<file path="src/rtl/serial_bit_assembler.sv">
// Serial-to-parallel receiver: assembles a 1-bit stream into WIDTH-bit words with
// per-word selectable bit order and a one-word valid/ready output holding register.
module serial_bit_assembler #(
  parameter  int WIDTH = 8,
  localparam int CNT_W = $clog2(WIDTH + 1)
) (
  input  logic             clk,
  input  logic             rst_n,
  input  logic             bit_in,
  input  logic             bit_valid,
  input  logic             msb_first,
  input  logic             frame_sync,
  output logic [WIDTH-1:0] word_out,
  output logic             word_valid,
  input  logic             word_ready,
  output logic             overrun,
  input  logic             overrun_clr,
  output logic [CNT_W-1:0] bit_count
);

  logic [WIDTH-1:0] r_shiftReg;
  logic [CNT_W-1:0] r_bitCount;
  logic             r_orderQ;
  logic [WIDTH-1:0] r_wordOut;
  logic             r_wordValid;
  logic             r_overrun;

  logic             w_firstBit;
  logic             w_order;
  logic [WIDTH-1:0] w_shiftBase;
  logic [WIDTH-1:0] w_shifted;
  logic             w_complete;
  logic             w_drain;

  // A sync pulse makes the incoming bit the first of a fresh word, so its order is relatched too.
  always_comb begin
    w_firstBit  = frame_sync || (r_bitCount == '0);
    w_order     = w_firstBit ? msb_first : r_orderQ;
    w_shiftBase = frame_sync ? '0 : r_shiftReg;
    if (w_order)
      w_shifted = {w_shiftBase[WIDTH-2:0], bit_in};
    else
      w_shifted = {bit_in, w_shiftBase[WIDTH-1:1]};
    w_complete  = bit_valid && !frame_sync && (r_bitCount == CNT_W'(WIDTH - 1));
    w_drain     = r_wordValid && word_ready;
  end

  always_ff @(posedge clk or negedge rst_n) begin
    if (!rst_n) begin
      r_shiftReg <= '0;
      r_bitCount <= '0;
      r_orderQ   <= 1'b0;
    end else if (bit_valid) begin
      r_shiftReg <= w_shifted;
      if (w_firstBit)
        r_orderQ <= msb_first;
      if (frame_sync)
        r_bitCount <= CNT_W'(1);
      else if (w_complete)
        r_bitCount <= '0;
      else
        r_bitCount <= r_bitCount + CNT_W'(1);
    end else if (frame_sync) begin
      r_bitCount <= '0;
    end
  end

  // A completed word is dropped only when the holding register is full and not draining this cycle.
  always_ff @(posedge clk or negedge rst_n) begin
    if (!rst_n) begin
      r_wordOut   <= '0;
      r_wordValid <= 1'b0;
      r_overrun   <= 1'b0;
    end else begin
      if (w_complete && (!r_wordValid || w_drain)) begin
        r_wordOut   <= w_shifted;
        r_wordValid <= 1'b1;
      end else if (w_drain) begin
        r_wordValid <= 1'b0;
      end
      if (w_complete && r_wordValid && !word_ready)
        r_overrun <= 1'b1;
      else if (overrun_clr)
        r_overrun <= 1'b0;
    end
  end

  assign word_out   = r_wordOut;
  assign word_valid = r_wordValid;
  assign overrun    = r_overrun;
  assign bit_count  = r_bitCount;

endmodule

</file>
<file path="config.mk">
export PLATFORM = sky130hd
export DESIGN_NAME = serial_bit_assembler
export DESIGN_NICKNAME = d
export VERILOG_FILES = /design/src/rtl/serial_bit_assembler.sv
export SDC_FILE = /design/constraint.sdc
export NUM_CORES = 1
export LEC_CHECK = 0
export ABC_CLOCK_PERIOD_IN_PS = 2200
export CAP_MARGIN = 40
export CORE_UTILIZATION = 49
export CTS_CLUSTER_SIZE = 14
export DETAILED_ROUTE_END_ITERATION = 10
export GPL_ROUTABILITY_DRIVEN = 1
export PLACE_DENSITY = 0.77
export SLEW_MARGIN = 10
export SYNTH_ARGS = -nofsm -noshare
export SYNTH_HDL_FRONTEND = slang
export SYNTH_SLANG_ARGS = --single-unit
</file>
<file path="constraint.sdc">
create_clock -name clk -period 2.2 [get_ports clk]
set_clock_uncertainty 0.1 [all_clocks]
set_input_delay 0.33 -clock clk [delete_from_list [all_inputs] [get_ports clk]]
set_output_delay 0.33 -clock clk [all_outputs]
set_load 0.01 [all_outputs]
</file>
==> Word-level counts from Yosys, hierarchy flattened <==
Cells that the tools add are included.
{ "word_totals": {"output_inout_bits": 14, "input_bits": 8, "word_cells": 34, "register_bits": 23} }
{ "classes": {"reduce_logical": 15, "n_eq_ne": 1, "n_addsub": 1, "mux": 11} }
{ "ops": {"columns": ["cell", "count"], "rows": [
  ["$mux W4", 4],
  ["$mux W8", 2],
  ["$logic_and A1 B1 Y1", 6],
  ["$reduce_bool A2 Y1", 3],
  ["$mux W1", 5],
  ["$add A4 B1 Y4 const B", 1],
  ["$eq A4 B3 Y1 const B", 1],
  ["$logic_not A4 Y1", 1],
  ["$logic_not A1 Y1", 3],
  ["$logic_or A1 B1 Y1", 2]
]} }

==> Logic depth before layout (Yosys ltp) <==
{ "logic_depth": {"ltp_word": 6, "mapped_depth": 7} }

==> Worst setup path after synthesis <==
Ideal clock, no wire load.
{ "synth_timing": {"path_kind": "register -> register", "from": "reg r_bitCount[0], in the netlist bit_count[0]", "to": "reg r_shiftReg[5]", "setup_ns": 0.134, "synth_period_minus_slack_ns": 1.805, "path_stages_with_launch": 8, "arrival_ns": 1.571, "t_required_ns": 1.966, "slack_ns": 0.395, "cell_sequence": "dfrtp_1 -> inv_1 -> ha_1 -> nor3b_1 -> o311ai_2 -> buf_6 -> mux2i_1 -> o22ai_1"} }
{ "synth_between": {"elab_chain_cells": 4} }
{ "synth_rtl": {"columns": ["element", "line", "rtl"], "rows": [
  ["start: declaration", "22", "logic [CNT_W-1:0] r_bitCount;"],
  ["start signal: assignment", "62", "r_bitCount <= r_bitCount + CNT_W'(1);"],
  ["$logic_not A4 Y1", "37", "w_firstBit = frame_sync || (r_bitCount == '0);"],
  ["$logic_or A1 B1 Y1", "37", null],
  ["$mux W1", null, null],
  ["$mux W8", "40", "if (w_order)"],
  ["end signal: assignment", "54", "r_shiftReg <= w_shifted;"],
  ["end: declaration", "21", "logic [WIDTH-1:0] r_shiftReg;"]
]} }
Every way passes these cells.
A chain may end at the register's enable or synchronous reset.

==> Worst setup path in the final report <==
{ "layout_timing": {"from": "reg r_bitCount[0], in the netlist bit_count[0]", "to": "reg r_shiftReg[7]"} }
The elaborated chain is that of the path after synthesis.

==> impl_metrics.toml <==
[global_route]
first_global_vias = 794
grt_pass1_wl_mm = 3.49
grt_max_degree = 24
track_usage_pct = 19.0
antenna_found_initial = 0
overflow = 0

[synth]
synth_nets = 112
async_flop_share_pct = 100
synth-main-ff-cell = "dfrtp_1"
ys_warn_count = 0
syn_inst = 102
syn-cell-area_mm2 = 0.00107
synth_edf_count = 0
yosysTopAreaCell = "dfrtp_1"
syn_avg_cell_area_um2 = 10.5
ys_top_cells_by_area = "dfrtp_1, mux2i_1, nor2_1"
yosysTopAreaCellShare_pct = 53.6
synth.distinct_cells = 26
ys_ff_latch = 23
ys_seq_area_share_pct = 53.6

[clocking]
ctsRootBufferMaster = "clkbuf_4"
cts_setup_buffers = 0
cts_buffer_depth = 2
cts_tree = "done"
h-tree-depth = 1
clock-sinks = 23
cts_buffers = 3
clkTransAtPathRegs_ns = 0.13
post_cts_resized = 0
clock_latency_ns = 0.30
postCtsHoldBufs = 0

[hold_path]
hp-class = "in2async"

[sta]
maxSlewHeadroom_pct = 82.0
drv_slew = 0
setup_slack_ns = 0.256
hold_viol = 0
period_needed_ns = 1.94
setup_viol_count_final = 0
rsz0062_at_grt = "no"
fin_crit_sh_pct = 88.4
tightest_slew_ns = 0.262
fmax_mhz = 514
fin_tns_setup_ns = 0

[setup_path]
cp_max_fo = 9
endpoint_kind = "flip-flop"
critical_path_class = "reg2reg"
required_ns = 2.29
r2r_slack_ns = 0.26
arrival_ns = 2.04
critPathLaunchType = "flip-flop"

[placed_design]
dp_hpwl_mm = 1.40
io_buffer_count = 21
globalplace.congestion = 0.765
place_inst = 149
pre_cts_slack_ns = 0.206

[power_and_ir_drop]
combPwrFrac_pct = 19.3
pwr-share-clk_pct = 23.5
switching_share_pct = 26.9
p_switching_uw = 220
pwr_density_cell_mw_per_mm2 = 613
p_int_uw = 598
seqPwrFrac_pct = 57.3
leakage_uw = 0.000606
vdd_drop_max_mv = 0.361

[outcome]
status = "complete, no violations"

[routing]
ant_nets = 0
viasPerCell = 5.14
drc = 0
drt_iter0_drc = 17
num_vias = 787
routed_wl_mm = 1.97
wl_per_cell_um = 12.8
firstDrtPassIters = 4

[finish]
layout.nets = 137
drive_gt1_share_pct = 11.1
final_cells = 153
areaGrowthSynthToFinish_pct = 24.4
fillers = 171
antenna_cells = 0

[run]
cap_violations = 0

[floorplanning]
core-area_mm2 = 0.00200
dieArea_mm2 = 0.00238
placementRows = 16
die_y_um = 48.8
start_util_pct = 53.6
die_width_um = 48.8
ios = 22
final timing paths:
path,start,to,depth (start not counted)
max,bit_count[0]$_DFFE_PN0P_,r_shiftReg[7]$_DFFE_PN0P_,7
min,rst_n,word_out[1]$_DFFE_PN0P_,2
max reg2reg,bit_count[0]$_DFFE_PN0P_,r_shiftReg[7]$_DFFE_PN0P_,7
min reg2reg,word_out[2]$_DFFE_PN0P_,word_out[2]$_DFFE_PN0P_,2
max in group asynchronous,rst_n,r_shiftReg[7]$_DFFE_PN0P_,2
min in group clk,word_out[2]$_DFFE_PN0P_,word_out[2]$_DFFE_PN0P_,2
stage by stage:
stage | util (%) | hold WS (ns) | total power [uW] | area (um^2)
2_1_floorplan | - | -0.0656 | 570 | 1070
3_3_place_gp | 65.3 | 0.405 | 630 | 1310
3_5_place_dp | 65.3 | 0.411 | 636 | 1310
4_1_cts | 66.7 | 0.265 | 826 | 1340
5_1_grt | 66.7 | 0.279 | 862 | 1340
6_report | 66.7 | 0.260 | 818 | 1340
area by class of cell:
type                            count  area, um^2  share of cell area (%)
Tap cell                           27        33.8                    2.53
Inverter                           10        37.5                    2.81
Clock buffer                        3        22.5                    1.69
Multi-Input combinational cell     63         413                    30.9
Clock inverter                      1        5.00                   0.375
Sequential cell                    23         576                    43.1
Timing Repair Buffer               26         248                    18.6
cell families after synthesis:
logic type / after synthesis / synth area share [%]
compound gates: 22 / 13.1
flops: 23 / 53.6
buf+inv: 16 / 7.92
xor+xnor: 1 / 0.816
mux: 9 / 8.39
simple gates: 29 / 13.9
fa+ha+maj: 2 / 2.33
Yosys cell counts, types with 2 or more instances:
cell type,number
o22ai_1,7
a21oi_2,2
dfrtp_1,23
nand2_1,5
a21oi_1,9
inv_1,10
buf_6,3
mux2i_1,9
nand2b_1,2
o21ai_0,2
nor2_1,14
ha_1,2
state kept, by name (all words and copies together) (netlist names):
name and count:
overrun 1, word_valid 1, r_shiftReg 8, word_out 8, r_orderQ 1, bit_count 4
worst max-delay path, stage by stage, from the launching register on:
cell,delay (ns)
dfrtp_1,0.41
inv_1,0.08
ha_1,0.21
nor3b_1,0.15
o311ai_2,0.22
buf_4,0.24
mux2i_1,0.30
a21oi_1,0.12
layer usage:
layer / track usage, % / vias to the layer above / share of wire [%]
met4: 6.86 / 0 / 0
met3: 3.43 / 0 / 3.4
met5: 0 / - / 0
met1: 24.1 / 375 / 48
met2: 32.4 / 20 / 48
li1: - / 392 / -
layout by cell type (no fill, tap or decap), drive strengths merged:
cell type / count
and3b: 1
nand4bb: 1
xor2: 1
dfrtp: 23
o21ai: 2
nor3b: 2
inv: 10
nor2: 14
clkdlybuf4s50: 21
a21boi: 1
nand4: 1
a21oi: 11
buf: 5
nand3: 1
ha: 2
clkinv: 1
clkbuf: 3
mux2i: 9
o311ai: 1
nand2: 5
or3: 2
o22ai: 7
nand2b: 2
power groups by stage:
stage | logic (uW) | registers, uW | clock network [uW]
after floorplan | 89.4 | 480 | 0
final | 158 | 468 | 192
after CTS | 160 | 469 | 197
after detailed placement | 159 | 477 | 0
after global placement | 154 | 476 | 0
after global routing | 176 | 474 | 212
Power figures use the tool's default switching activity.
